`config.mk`:
```
export PLATFORM = sky130hd
export DESIGN_NAME = cluster_pwr_seq
export DESIGN_NICKNAME = d
export VERILOG_FILES = /design/src/rtl/cluster_pwr_seq_pkg.sv /design/src/rtl/cluster_pwr_seq_cnt.sv /design/src/rtl/cluster_pwr_seq.sv
export SDC_FILE = /design/constraint.sdc
export NUM_CORES = 1
export LEC_CHECK = 0
export ABC_CLOCK_PERIOD_IN_PS = 2650
export CAP_MARGIN = 20
export CELL_PAD_IN_SITES_DETAIL_PLACEMENT = 1
export CELL_PAD_IN_SITES_GLOBAL_PLACEMENT = 1
export CORE_MARGIN = 4
export CORE_UTILIZATION = 30
export DETAILED_ROUTE_END_ITERATION = 10
export GPL_TIMING_DRIVEN = 0
export PLACE_DENSITY_LB_ADDON = 0.1
export SLEW_MARGIN = 25
export SYNTH_ARGS = -nofsm -noshare
export SYNTH_HDL_FRONTEND = slang
export SYNTH_SLANG_ARGS = --single-unit
```
`constraint.sdc`:
```
create_clock -name clk_i -period 2.65 [get_ports clk_i]
set_input_delay 0.53 -clock clk_i [delete_from_list [all_inputs] [get_ports clk_i]]
set_output_delay 0.53 -clock clk_i [all_outputs]
set_load 0.005 [all_outputs]
```
`src/rtl/cluster_pwr_seq_pkg.sv`:
```
// Shared types and constants for the cluster power sequencer.
// The state encoding is visible to software through state_o.
package cluster_pwr_seq_pkg;

  localparam int unsigned CNT_W = 16;
  localparam logic [63:0] BOOT_ADDR_RST_DEF = 64'h1C00_8080;

  typedef enum logic [3:0] {
    ST_OFF      = 4'd0,
    ST_PWR_UP   = 4'd1,
    ST_RST_HOLD = 4'd2,
    ST_BOOT     = 4'd3,
    ST_ON       = 4'd4,
    ST_DRAIN    = 4'd5,
    ST_CLK_OFF  = 4'd6,
    ST_PWR_DN   = 4'd7
  } state_e;

  // A counter loaded with N-1 reaches zero in the N-th cycle of its phase.
  function automatic logic [CNT_W-1:0] cnt_load(input int unsigned cycles);
    return CNT_W'(cycles - 1);
  endfunction

endpackage

```
`src/rtl/cluster_pwr_seq_cnt.sv`:
```
// Loadable down-counter with a zero flag; decrement stops at zero.
module cluster_pwr_seq_cnt
  import cluster_pwr_seq_pkg::*;
(
  input  logic             clk_i,
  input  logic             rst_ni,
  input  logic             load_i,
  input  logic [CNT_W-1:0] load_val_i,
  input  logic             dec_i,
  output logic             zero_o
);

  localparam logic [CNT_W-1:0] ONE = CNT_W'(1);

  logic [CNT_W-1:0] cnt_q, cnt_d;

  always_comb begin
    cnt_d = cnt_q;
    if (load_i) begin
      cnt_d = load_val_i;
    end else if (dec_i && (cnt_q != '0)) begin
      cnt_d = cnt_q - ONE;
    end
  end

  always_ff @(posedge clk_i or negedge rst_ni) begin
    if (!rst_ni) begin
      cnt_q <= '0;
    end else begin
      cnt_q <= cnt_d;
    end
  end

  assign zero_o = (cnt_q == '0);

endmodule

```
`src/rtl/cluster_pwr_seq.sv`:
```
// Cluster power/reset/boot sequencer driven by fabric-controller requests.
// All control outputs are registered copies of a decode of the next state.
module cluster_pwr_seq
  import cluster_pwr_seq_pkg::*;
#(
  parameter int unsigned PWR_SETTLE    = 16,
  parameter int unsigned RST_HOLD      = 8,
  parameter int unsigned IDLE_STABLE   = 4,
  parameter int unsigned IDLE_TIMEOUT  = 1000,
  parameter logic [63:0] BOOT_ADDR_RST = BOOT_ADDR_RST_DEF
) (
  input  logic        clk_i,
  input  logic        rst_ni,
  input  logic        test_mode_i,
  input  logic        req_valid_i,
  input  logic        req_on_i,
  input  logic [63:0] req_boot_addr_i,
  output logic        req_ready_o,
  output logic        done_o,
  output logic        err_o,
  output logic [3:0]  state_o,
  input  logic        cluster_busy_i,
  output logic        cluster_pow_o,
  output logic        cluster_clk_en_o,
  output logic        cluster_rstn_o,
  output logic        cluster_fetch_enable_o,
  output logic [63:0] cluster_boot_addr_o
);

  localparam logic [CNT_W-1:0] LD_SETTLE  = cnt_load(PWR_SETTLE);
  localparam logic [CNT_W-1:0] LD_RST     = cnt_load(RST_HOLD);
  localparam logic [CNT_W-1:0] LD_STABLE  = cnt_load(IDLE_STABLE);
  localparam logic [CNT_W-1:0] LD_TIMEOUT = cnt_load(IDLE_TIMEOUT);

  state_e      state_q, state_d;
  logic        pow_q, pow_d;
  logic        clk_en_q, clk_en_d;
  logic        rstn_q, rstn_d;
  logic        fetch_q, fetch_d;
  logic        ready_q, ready_d;
  logic        done_q, done_d;
  logic        err_q, err_d;
  logic [63:0] boot_addr_q, boot_addr_d;

  logic             ph_load, ph_dec, ph_zero;
  logic [CNT_W-1:0] ph_val;
  logic             to_load, to_dec, to_zero;
  logic             req_fire;
  logic             drain_idle;

  assign req_fire   = req_valid_i & ready_q;
  assign drain_idle = ~cluster_busy_i & ph_zero;
  assign to_dec     = (state_q == ST_DRAIN);

  // Phase counter doubles as the idle-stable counter while draining.
  cluster_pwr_seq_cnt u_phase_cnt (
    .clk_i      (clk_i),
    .rst_ni     (rst_ni),
    .load_i     (ph_load),
    .load_val_i (ph_val),
    .dec_i      (ph_dec),
    .zero_o     (ph_zero)
  );

  cluster_pwr_seq_cnt u_timeout_cnt (
    .clk_i      (clk_i),
    .rst_ni     (rst_ni),
    .load_i     (to_load),
    .load_val_i (LD_TIMEOUT),
    .dec_i      (to_dec),
    .zero_o     (to_zero)
  );

  always_ff @(posedge clk_i or negedge rst_ni) begin
    if (!rst_ni) begin
      state_q     <= ST_OFF;
      pow_q       <= 1'b0;
      clk_en_q    <= 1'b0;
      rstn_q      <= 1'b0;
      fetch_q     <= 1'b0;
      ready_q     <= 1'b1;
      done_q      <= 1'b0;
      err_q       <= 1'b0;
      boot_addr_q <= BOOT_ADDR_RST;
    end else begin
      state_q     <= state_d;
      pow_q       <= pow_d;
      clk_en_q    <= clk_en_d;
      rstn_q      <= rstn_d;
      fetch_q     <= fetch_d;
      ready_q     <= ready_d;
      done_q      <= done_d;
      err_q       <= err_d;
      boot_addr_q <= boot_addr_d;
    end
  end

  always_comb begin
    state_d     = state_q;
    ph_load     = 1'b0;
    ph_val      = '0;
    ph_dec      = 1'b0;
    to_load     = 1'b0;
    done_d      = 1'b0;
    err_d       = 1'b0;
    boot_addr_d = boot_addr_q;
    case (state_q)
      ST_OFF: begin
        if (req_fire) begin
          if (req_on_i) begin
            state_d     = ST_PWR_UP;
            ph_load     = 1'b1;
            ph_val      = LD_SETTLE;
            boot_addr_d = req_boot_addr_i;
          end else begin
            done_d = 1'b1;
          end
        end
      end
      ST_PWR_UP: begin
        if (ph_zero) begin
          state_d = ST_RST_HOLD;
          ph_load = 1'b1;
          ph_val  = LD_RST;
        end else begin
          ph_dec = 1'b1;
        end
      end
      ST_RST_HOLD: begin
        if (ph_zero) begin
          state_d = ST_BOOT;
        end else begin
          ph_dec = 1'b1;
        end
      end
      ST_BOOT: begin
        state_d = ST_ON;
        done_d  = 1'b1;
      end
      ST_ON: begin
        if (req_fire) begin
          if (!req_on_i) begin
            state_d = ST_DRAIN;
            ph_load = 1'b1;
            ph_val  = LD_STABLE;
            to_load = 1'b1;
          end else begin
            done_d = 1'b1;
          end
        end
      end
      ST_DRAIN: begin
        if (cluster_busy_i) begin
          ph_load = 1'b1;
          ph_val  = LD_STABLE;
        end else if (ph_zero) begin
          state_d = ST_CLK_OFF;
        end else begin
          ph_dec = 1'b1;
        end
        // Reaching idle in the very last allowed cycle still wins over the abort.
        if (to_zero && !drain_idle) begin
          state_d = ST_ON;
          err_d   = 1'b1;
        end
      end
      ST_CLK_OFF: begin
        state_d = ST_PWR_DN;
        ph_load = 1'b1;
        ph_val  = LD_SETTLE;
      end
      ST_PWR_DN: begin
        if (ph_zero) begin
          state_d = ST_OFF;
          done_d  = 1'b1;
        end else begin
          ph_dec = 1'b1;
        end
      end
      default: begin
        state_d = ST_OFF;
      end
    endcase
  end

  always_comb begin
    pow_d    = 1'b0;
    clk_en_d = 1'b0;
    rstn_d   = 1'b0;
    fetch_d  = 1'b0;
    ready_d  = 1'b0;
    case (state_d)
      ST_OFF: begin
        ready_d = 1'b1;
      end
      ST_PWR_UP, ST_CLK_OFF: begin
        pow_d = 1'b1;
      end
      ST_RST_HOLD: begin
        pow_d    = 1'b1;
        clk_en_d = 1'b1;
      end
      ST_BOOT, ST_DRAIN: begin
        pow_d    = 1'b1;
        clk_en_d = 1'b1;
        rstn_d   = 1'b1;
      end
      ST_ON: begin
        pow_d    = 1'b1;
        clk_en_d = 1'b1;
        rstn_d   = 1'b1;
        fetch_d  = 1'b1;
        ready_d  = 1'b1;
      end
      default: begin
        ready_d = 1'b0;
      end
    endcase
  end

  assign req_ready_o            = ready_q;
  assign done_o                 = done_q;
  assign err_o                  = err_q;
  assign state_o                = state_q;
  assign cluster_pow_o          = pow_q;
  assign cluster_clk_en_o       = clk_en_q | test_mode_i;
  assign cluster_rstn_o         = rstn_q;
  assign cluster_fetch_enable_o = fetch_q;
  assign cluster_boot_addr_o    = boot_addr_q;

endmodule

```
# Yosys cells after proc, flatten, opt, wreduce, memory -nomap -nowiden
# Index checks and enable logic that the tools add are counted.
word_totals:
  register_bits: 107
  out_inout_bits: 75
  wordCells: 89
op_classes:
  add_sub_neg: 2
  n_eq_ne: 13
  n_mux: 41
  n_bitwise: 4
  reduce_logical: 18
op_table:
  columns: ["cell", "n"]
  rows:
  - ["$mux 16", 4]
  - ["$mux 4", 12]
  - ["$logic_not 16->1", 2]
  - ["$pmux 4 s8", 1]
  - ["$reduce_bool 16->1", 2]
  - ["$sub 16x1->16 const B", 2]
  - ["$eq 4x3->1 const B", 7]
  - ["$pmux 4 s5", 1]
  - ["$eq 4x2->1 const B", 4]
  - ["$mux 1", 16]
  - ["$eq 4x1->1 const B", 2]
  - ["$logic_not 4->1", 2]
  - ["$mux 2", 3]
  - ["$reduce_or 3->1", 2]
  - ["$reduce_or 6->1", 1]
  - ["$pmux 1 s5", 1]
  - ["$pmux 1 s4", 1]
  - ["$reduce_bool 2->1", 2]
  - ["$reduce_or 4->1", 1]
  - ["$logic_and 1x1->1", 3]
  - ["$mux 3", 1]
  - ["$reduce_and 3->1", 1]
  - ["$and 1x1->1", 2]
  - ["$pmux 1 s2", 1]
  - ["4 further kinds", 4]

# Longest topological paths before layout
# Gate-level depths: netlist of the first run.
depth:
  ltp_word: 9
  mapped_depth: 9
  mapped_depth_nobuf: 8

# Cells and area by module
# From an unflattened synthesis of the first run, not the netlist that was laid out.
hier_totals:
  cells_unflattened: 444
  area_unflattened_um2: 5330.1
modules_own_cells:
  columns: ["module", "n_inst", "cells_each", "area_each_um2"]
  rows:
  - ["cluster_pwr_seq", 1, 209, 3259.4]
  - ["cluster_pwr_seq_cnt (u_phase_cnt)", 1, 124, 1063.5]
  - ["cluster_pwr_seq_cnt (u_timeout_cnt)", 1, 111, 1007.2]

# Worst setup path before layout of the first run
# OpenSTA, ideal clock, no wires.
synth_path:
  kind: "reg2reg"
  start: "register u_phase_cnt.cnt_q[0]"
  end: "register pow_q (netlist: cluster_pow_o)"
  setup_ns: 0.086
  arrival_time_ns: 1.932
  required_ns: 2.564
  setup_slack_ns: 0.632
  path_stages_with_launch: 9
  synth_period_minus_slack_ns: 2.018
  path_cell_list: "dfrtp_1 -> inv_1 -> ha_1 -> nor4b_2 -> and4_1 -> buf_4 -> mux2_1 -> a21o_1 -> a32oi_1"
synth_via:
  elab_chain_len: 9
  word_cells_on_any_way: 19
  classes_between: "6 x eq/ne; 8 x mux; 1 x bitwise; 4 x reduce/logical"
synth_rtl:
  columns: ["element", "line", "text"]
  rows:
  - ["start, declared", "cluster_pwr_seq_cnt.sv:15", "logic [CNT_W-1:0] cnt_q, cnt_d;"]
  - ["start signal, assigned", "cluster_pwr_seq_cnt.sv:30", "cnt_q <= cnt_d;"]
  - ["$logic_not 16->1 *", "cluster_pwr_seq_cnt.sv:34", "assign zero_o = (cnt_q == '0);"]
  - ["$and 1x1->1", "cluster_pwr_seq.sv:52", "assign drain_idle = ~cluster_busy_i & ph_zero;"]
  - ["$logic_not 1->1", "cluster_pwr_seq.sv:162", "if (to_zero && !drain_idle) begin"]
  - ["$logic_and 1x1->1", "cluster_pwr_seq.sv:162", null]
  - ["$mux 4", "cluster_pwr_seq.sv:162", null]
  - ["$pmux 4 s8 *", "cluster_pwr_seq.sv:107", "case (state_q)"]
  - ["$eq 4x3->1, or another cell as far along", "cluster_pwr_seq.sv:192", "case (state_d)"]
  - ["$reduce_or 6->1 (no line) *", null, null]
  - ["$mux 1 *", "cluster_pwr_seq.sv:192", null]
  - ["net pow_d", "cluster_pwr_seq.sv:36", "logic pow_q, pow_d;"]
  - ["end signal, assigned", "cluster_pwr_seq.sv:87", "pow_q <= pow_d;"]
  - ["end, declared", "cluster_pwr_seq.sv:36", null]
# The timed path passes the listed nets; every way through them passes the cells marked *.
# A chain may end at the register's enable or synchronous reset.

# Worst setup path after layout of the first run
layout_path:
  start: "register u_phase_cnt.cnt_q[0]"
  end: "register u_phase_cnt.cnt_q[14]"
layout_via:
  elab_chain_len: 6
  word_cells_on_any_way: 12
  classes_between: "1 x add/sub; 7 x mux; 4 x reduce/logical"
layout_rtl:
  columns: ["element"]
  rows:
  - ["branches (longest 6 deep; another with $sub 16x1->16)"]
# Several ways; the timed one is not identified. The select of a mux whose other input is x is not followed.

==> results.yml, run 1 <==
status:
  status: "complete, no violations"
yosys:
  ys.flop_type: "dfrtp_1"
  syn_inst: 400
  synth_async_sr_flop_share_pct: 100.0
  yosysTopAreaCellShare_pct: 50.09
  ys_seq_elements: 107
  synth_seq_area_share_pct: 53.21
  synth_edf_count: 0
  synth_nets: 472
  synth_cell_types: 79
  syn_area_mm2: 0.005046
  ys_warn_count: 0
  synth_area_leaders: "dfrtp_1 50%, mux2_1 14%, dfstp_2 3.1%"
  synth.avg_cell_area_um2: 12.62
  netlist.top_cell.by_area: "dfrtp_1"
critical_path:
  r2r-end: "u_phase_cnt.cnt_q[14]$_DFFE_PN0P_"
  reg2reg_depth: 8
  crit_slowest_cell: "dfrtp_1"
  crit-reg2reg-launch: "u_phase_cnt.cnt_q[0]$_DFFE_PN0P_"
  path_class: "flip-flop to flip-flop"
  crit_chain: "inv_1 > ha_1 > nor4b_4 > nand4_2 > o21ai_1 > a21o_1 > buf_4 > a22oi_1"
  critPathCaptureType: "flip-flop"
  startpoint_type: "flip-flop"
  crit_arrival_ps: 2570
  path_max_fanout: 10
  worst_ep_required_time_ps: 2850
  r2r_slack_ps: 280
  critPathMaxStageDelay_ps: 410
clock_tree:
  cts_sinks: 107
  htree_levels: 3
  clkTransAtPathRegs_ps: 80
  ctsLongestPathBuffers: 2
  cts_tree: "built"
  cts_hold_buf: 0
  root_buffer: "clkbuf_16"
  cts_buffers: 9
  insertion_delay_ps: 350
global_routing:
  antenna_found_initial: 1
  grt_start_max_net_pins: 71
  grt_util_all_layers_pct: 15.11
  grt_pass1_wl_um: 22030
  grt_overflow: 0
  grt_pass1_vias: 3915
detailed_routing:
  drt-initial-drc-count: 172
  vias: 3812
  firstDrtPassIters: 4
  ant_nets: 0
  routed_wl_um: 14350
  wl_per_cell_um: 18.39
  vias_per_cell: 4.887
  drc: 0
finish:
  drive_gt1_share_pct: 12.50
  final_common_cell: "clkdlybuf4s50_1"
  most-common-layout-cells: "142 x clkdlybuf4s50_1, 101 x dfrtp_1, 61 x mux2_1"
  area_growth_pct: 40.07
  nets: 627
  fin_cells: 780
  diodes: 0
timing:
  hold_viol: 0
  fmax_mhz: 421.4
  worstMarginPinSlew_ps: 578.4
  setup_viol: 0
  period_minus_slack_ps: 2373
  timing.final.max_slew_violations: 0
  maxSlewHeadroom_pct: 61.27
  rsz0062_at_grt: "no"
  hold_slack_ps: 68.24
  fin_skew_ps: 8.715
  min_period_over_period_pct: 89.54
job:
  cap_violations: 0
power_and_ir_drop:
  vdd_ir_drop_max_v: 0.0003677
  p_per_area_mw_per_mm2: 692.5
  leakage_nw: 2.885
  finalPower_mw: 4.895
die:
  die-area_mm2: 0.01896
  initial_core_util_pct: 30.54
  die_h_um: 137.7
  die_w_um: 137.7
  rows: 47
  ios: 145
  core_mm2: 0.01652
placed_design:
  gp_congestion: 0.7783
  dpl.hpwl_um: 10870
  port_buffers: 143
  place_inst: 764
hold_path:
  hold_class: "primary input to async pin"
-- what timing repair did --
action / CTS / global route
buffers inserted: 0 / 0
setup endpoints to repair: 0 / 10
gates resized for setup: 0 / 1
-- worst max path at each step --
stage,cells past startpoint,slack [ps],endpoint,start
floorplan,8,630,cluster_pow_o$_DFF_PN0_,u_phase_cnt.cnt_q[0]$_DFFE_PN0P_
global placement,1,-3220,u_timeout_cnt.cnt_q[0]$_DFFE_PN0P_,rst_ni
detailed placement,6,30,cluster_boot_addr_o[34]$_DFFE_PN0P_,req_valid_i
CTS,8,190,u_phase_cnt.cnt_q[12]$_DFFE_PN0P_,u_phase_cnt.cnt_q[0]$_DFFE_PN0P_
global route,8,100,u_phase_cnt.cnt_q[14]$_DFFE_PN0P_,u_phase_cnt.cnt_q[0]$_DFFE_PN0P_
finish,8,280,u_phase_cnt.cnt_q[14]$_DFFE_PN0P_,u_phase_cnt.cnt_q[0]$_DFFE_PN0P_
-- cells in the mapped netlist, types with 7 or more instances --
cell       n
buf_6      8
nor2_1    22
a22oi_1   10
mux2_1    61
dfrtp_1  101
nand2_1   16
or3_1     13
o21ai_0   13
a21oi_1    8
xor2_1    11
nand4_1    7
-- kinds of logic (layout without fill, tap and decap cells) --
group                      count (synthesis)  in the layout  share of synthesized area, %
muxes                                     67             67                         14.93
and+or+nand+nor                          116            116                         15.89
DFF                                      107            107                         53.21
AOI/OAI and AO/OA                         66             66                         9.323
xor gates and xnor gates                  13             13                         2.256
other                                      1              1                       0.07431
adders and majority gates                  2              2                        0.4958
buffers and inverters                     28            188                         3.818
-- report_power, final --
part	total [mW]	internal, mW	switching (mW)
clock network	1.29	0.651	0.644
logic	1.40	0.899	0.498
registers	2.20	2.00	0.198
-- flip-flops by register name, summed over array words and instances (netlist names) --
signal,flops
cluster_boot_addr_o,64
u_phase_cnt.cnt_q,16
u_timeout_cnt.cnt_q,16
state_o,4
clk_en_q,1
cluster_fetch_enable_o,1
cluster_pow_o,1
cluster_rstn_o,1
done_o,1
err_o,1
req_ready_o,1
-- cell type report --
cell class | instances | area [um2]
multi-input combinational | 265 | 2177
inverter | 7 | 26.28
buffer | 21 | 166.4
sequential | 107 | 2685
tap | 220 | 275.3
clock inverter | 6 | 48.80
timing repair buffer | 144 | 1460
fill | 1763 | 9457
clock buffer | 10 | 229.0
-- worst max-delay path, delay by kind of cell (launching register included) --
| family | cells | cell delay [ps] |
|---|---|---|
| fa+ha+maj | 1 | 220 |
| compound gates | 3 | 650 |
| buf+inv | 2 | 290 |
| simple gates | 2 | 640 |
| flops | 1 | 410 |
-- per-stage QoR --
| step | TNS (ps) | worst slack [ps] | utilization [%] | cell area (um2) |
|---|---|---|---|---|
| global route | 0 | 96.10 | 42.77 | 7068 |
| detailed placement | 0 | 34.48 | 41.04 | 6782 |
| global placement | -335100 | -3215 | 40.86 | 6753 |
| CTS | 0 | 189.4 | 42.72 | 7059 |
| finish | 0 | 277.1 | 42.77 | 7068 |
| floorplan | 0 | 632.4 | - | 5046 |
-- layer usage --
layer / vias up / part of all wire, % / global-route usage, %
met5: - / 0.14 / 0
met1: 1880 / 47 / 20.86
met2: 119 / 43 / 23.10
met4: 2 / 1.2 / 4.116
li1: 1797 / - / -
met3: 14 / 8.4 / 4.565
No activity file was read; power rests on OpenSTA's default activity.
==> inputs of run 2 (changes only) <==
- CTS_BUF_LIST: not set -> sky130_fd_sc_hd__clkbuf_4
- HOLD_SLACK_MARGIN: not set -> 0.06
==> run 2 against run 1 <==
Effect of this change: wire length up 0.36%; power down 9.9%; hold slack better by 350 ps; register-to-register slack about the same; largest cell class unchanged; largest power group unchanged.
==> results.yml, run 2 (synthesis gave the netlist of run 1 again) <==
status:
  status: "complete, no violations"
global_routing:
  use_met3_pct: 4.018
  antenna_found_initial: 2
  grt_overflow: 0
  gr-max-usage-layer: "met2"
  grt_util_all_layers_pct: 15.09
  grt_use_met2_pct: 23.16
  grt_pass1_vias: 3893
  grt_start_max_net_pins: 71
  grtUsageMet1_pct: 20.74
  grt_pass1_wl_um: 22030
job:
  cap_violations: 0
power_and_ir_drop:
  vdd_ir_drop_max_v: 0.0002300
  finalPower_mw: 4.409
  leakage_nw: 2.823
  p_per_area_mw_per_mm2: 636.6
clock_tree:
  insertion_delay_ps: 480
  ctsLongestPathBuffers: 2
  cts_sinks: 107
  cts_tree: "built"
  clkTransAtPathRegs_ps: 170
  post_cts_buffers: 0
  cts_buffers: 9
  htree_levels: 3
  root_buffer: "clkbuf_4"
critical_path:
  reg2reg_depth: 8
  worst_ep_required_time_ps: 3000
  startpoint_type: "flip-flop"
  crit_arrival_ps: 2720
  path_class: "flip-flop to flip-flop"
  critPathCaptureType: "flip-flop"
  path_max_fanout: 10
  r2r_slack_ps: 270
die:
  die_h_um: 137.7
  die-area_mm2: 0.01896
  initial_core_util_pct: 30.54
  ios: 145
  die_w_um: 137.7
  rows: 47
  core_mm2: 0.01652
finish:
  nets: 628
  drive_gt1_share_pct: 12.66
  area_growth_pct: 37.27
  fin_cells: 782
  largest_register_ffs: 64
  final_common_cell: "clkdlybuf4s50_1"
  most-common-layout-cells: "142 x clkdlybuf4s50_1, 101 x dfrtp_1, 61 x mux2_1"
detailed_routing:
  drt-initial-drc-count: 160
  ant_nets: 0
  routed_wl_um: 14400
  drc: 0
  wl_per_cell_um: 18.41
  vias_per_cell: 4.879
  vias: 3815
  firstDrtPassIters: 4
timing:
  setup_viol: 0
  maxSlewHeadroom_pct: 61.49
  rsz0062_at_grt: "no"
  worstMarginPinSlew_ps: 575.2
  timing.final.max_slew_violations: 0
  min_period_over_period_pct: 89.71
  hold_viol: 0
  fin_ws_ps: 272.8
  fmax_mhz: 420.7
  period_minus_slack_ps: 2377
  hold_slack_ps: 420.7
  fin_skew_ps: 16.93
placed_design:
  dpl.hpwl_um: 10870
  dpl_worst_slack_ps: 34.48
  port_buffers: 143
  place_inst: 764
  gp_congestion: 0.7783
hold_path:
  hold_class: "primary input to flip-flop"
  hold_depth: 3
run 2: layer usage:
layer,up-vias,share of wire (%)
met2,113,43
met4,2,1.4
met1,1885,47
met3,13,7.9
met5,-,0.14
li1,1802,-
run 2: critical path: stages (launching register included):
cell	delay, ps
dfrtp_1	450
inv_1	70
ha_1	220
nor4b_4	330
nand4_2	310
o21ai_1	270
a21o_1	250
buf_4	230
a22oi_1	100
run 2: area by class of cell:
| type | instances | area [um2] |
|---|---|---|
| plain buffers | 21 | 166.4 |
| repair buffers | 145 | 1470 |
| diodes | 1 | 2.502 |
| multi-input cells | 265 | 2177 |
| inverters | 7 | 26.28 |
| clock inverters | 6 | 48.80 |
| fillers | 1780 | 9598 |
| clock buffers | 10 | 75.07 |
| flip-flops and latches | 107 | 2685 |
| well taps | 220 | 275.3 |
run 2: final timing paths:
path	endpoint	startpoint
max in group asynchronous	req_ready_o$_DFF_PN1_	rst_ni
worst max register to register	u_phase_cnt.cnt_q[14]$_DFFE_PN0P_	u_phase_cnt.cnt_q[0]$_DFFE_PN0P_
worst min register to register	cluster_boot_addr_o[22]$_DFFE_PN0P_	cluster_boot_addr_o[22]$_DFFE_PN0P_
worst min-delay path	u_timeout_cnt.cnt_q[11]$_DFFE_PN0P_	req_on_i
min in group asynchronous	cluster_boot_addr_o[23]$_DFFE_PN0P_	rst_ni
worst max-delay path	u_phase_cnt.cnt_q[14]$_DFFE_PN0P_	u_phase_cnt.cnt_q[0]$_DFFE_PN0P_
run 2: report_power, final:
group / internal (mW) / switching [mW]
Sequential: 2.00 / 0.198
Clock: 0.216 / 0.597
Combinational: 0.900 / 0.498
run 2: repair_timing:
action | 4_1_cts | 5_1_grt
setup endpoints to repair | 0 | 10
endpoints found under the hold margin | 34 | 0
gates resized for setup | 0 | 1
hold buffers | 1 | 0
run 2: stage by stage:
stage                     utilization [%]  cell area (um2)  TNS [ps]
final                               41.92             6927         0
after global routing                41.92             6927         0
after CTS                           41.85             6915         0
after detailed placement            41.04             6782         0
after global placement              40.86             6753   -335100
after floorplan                         -             5046         0
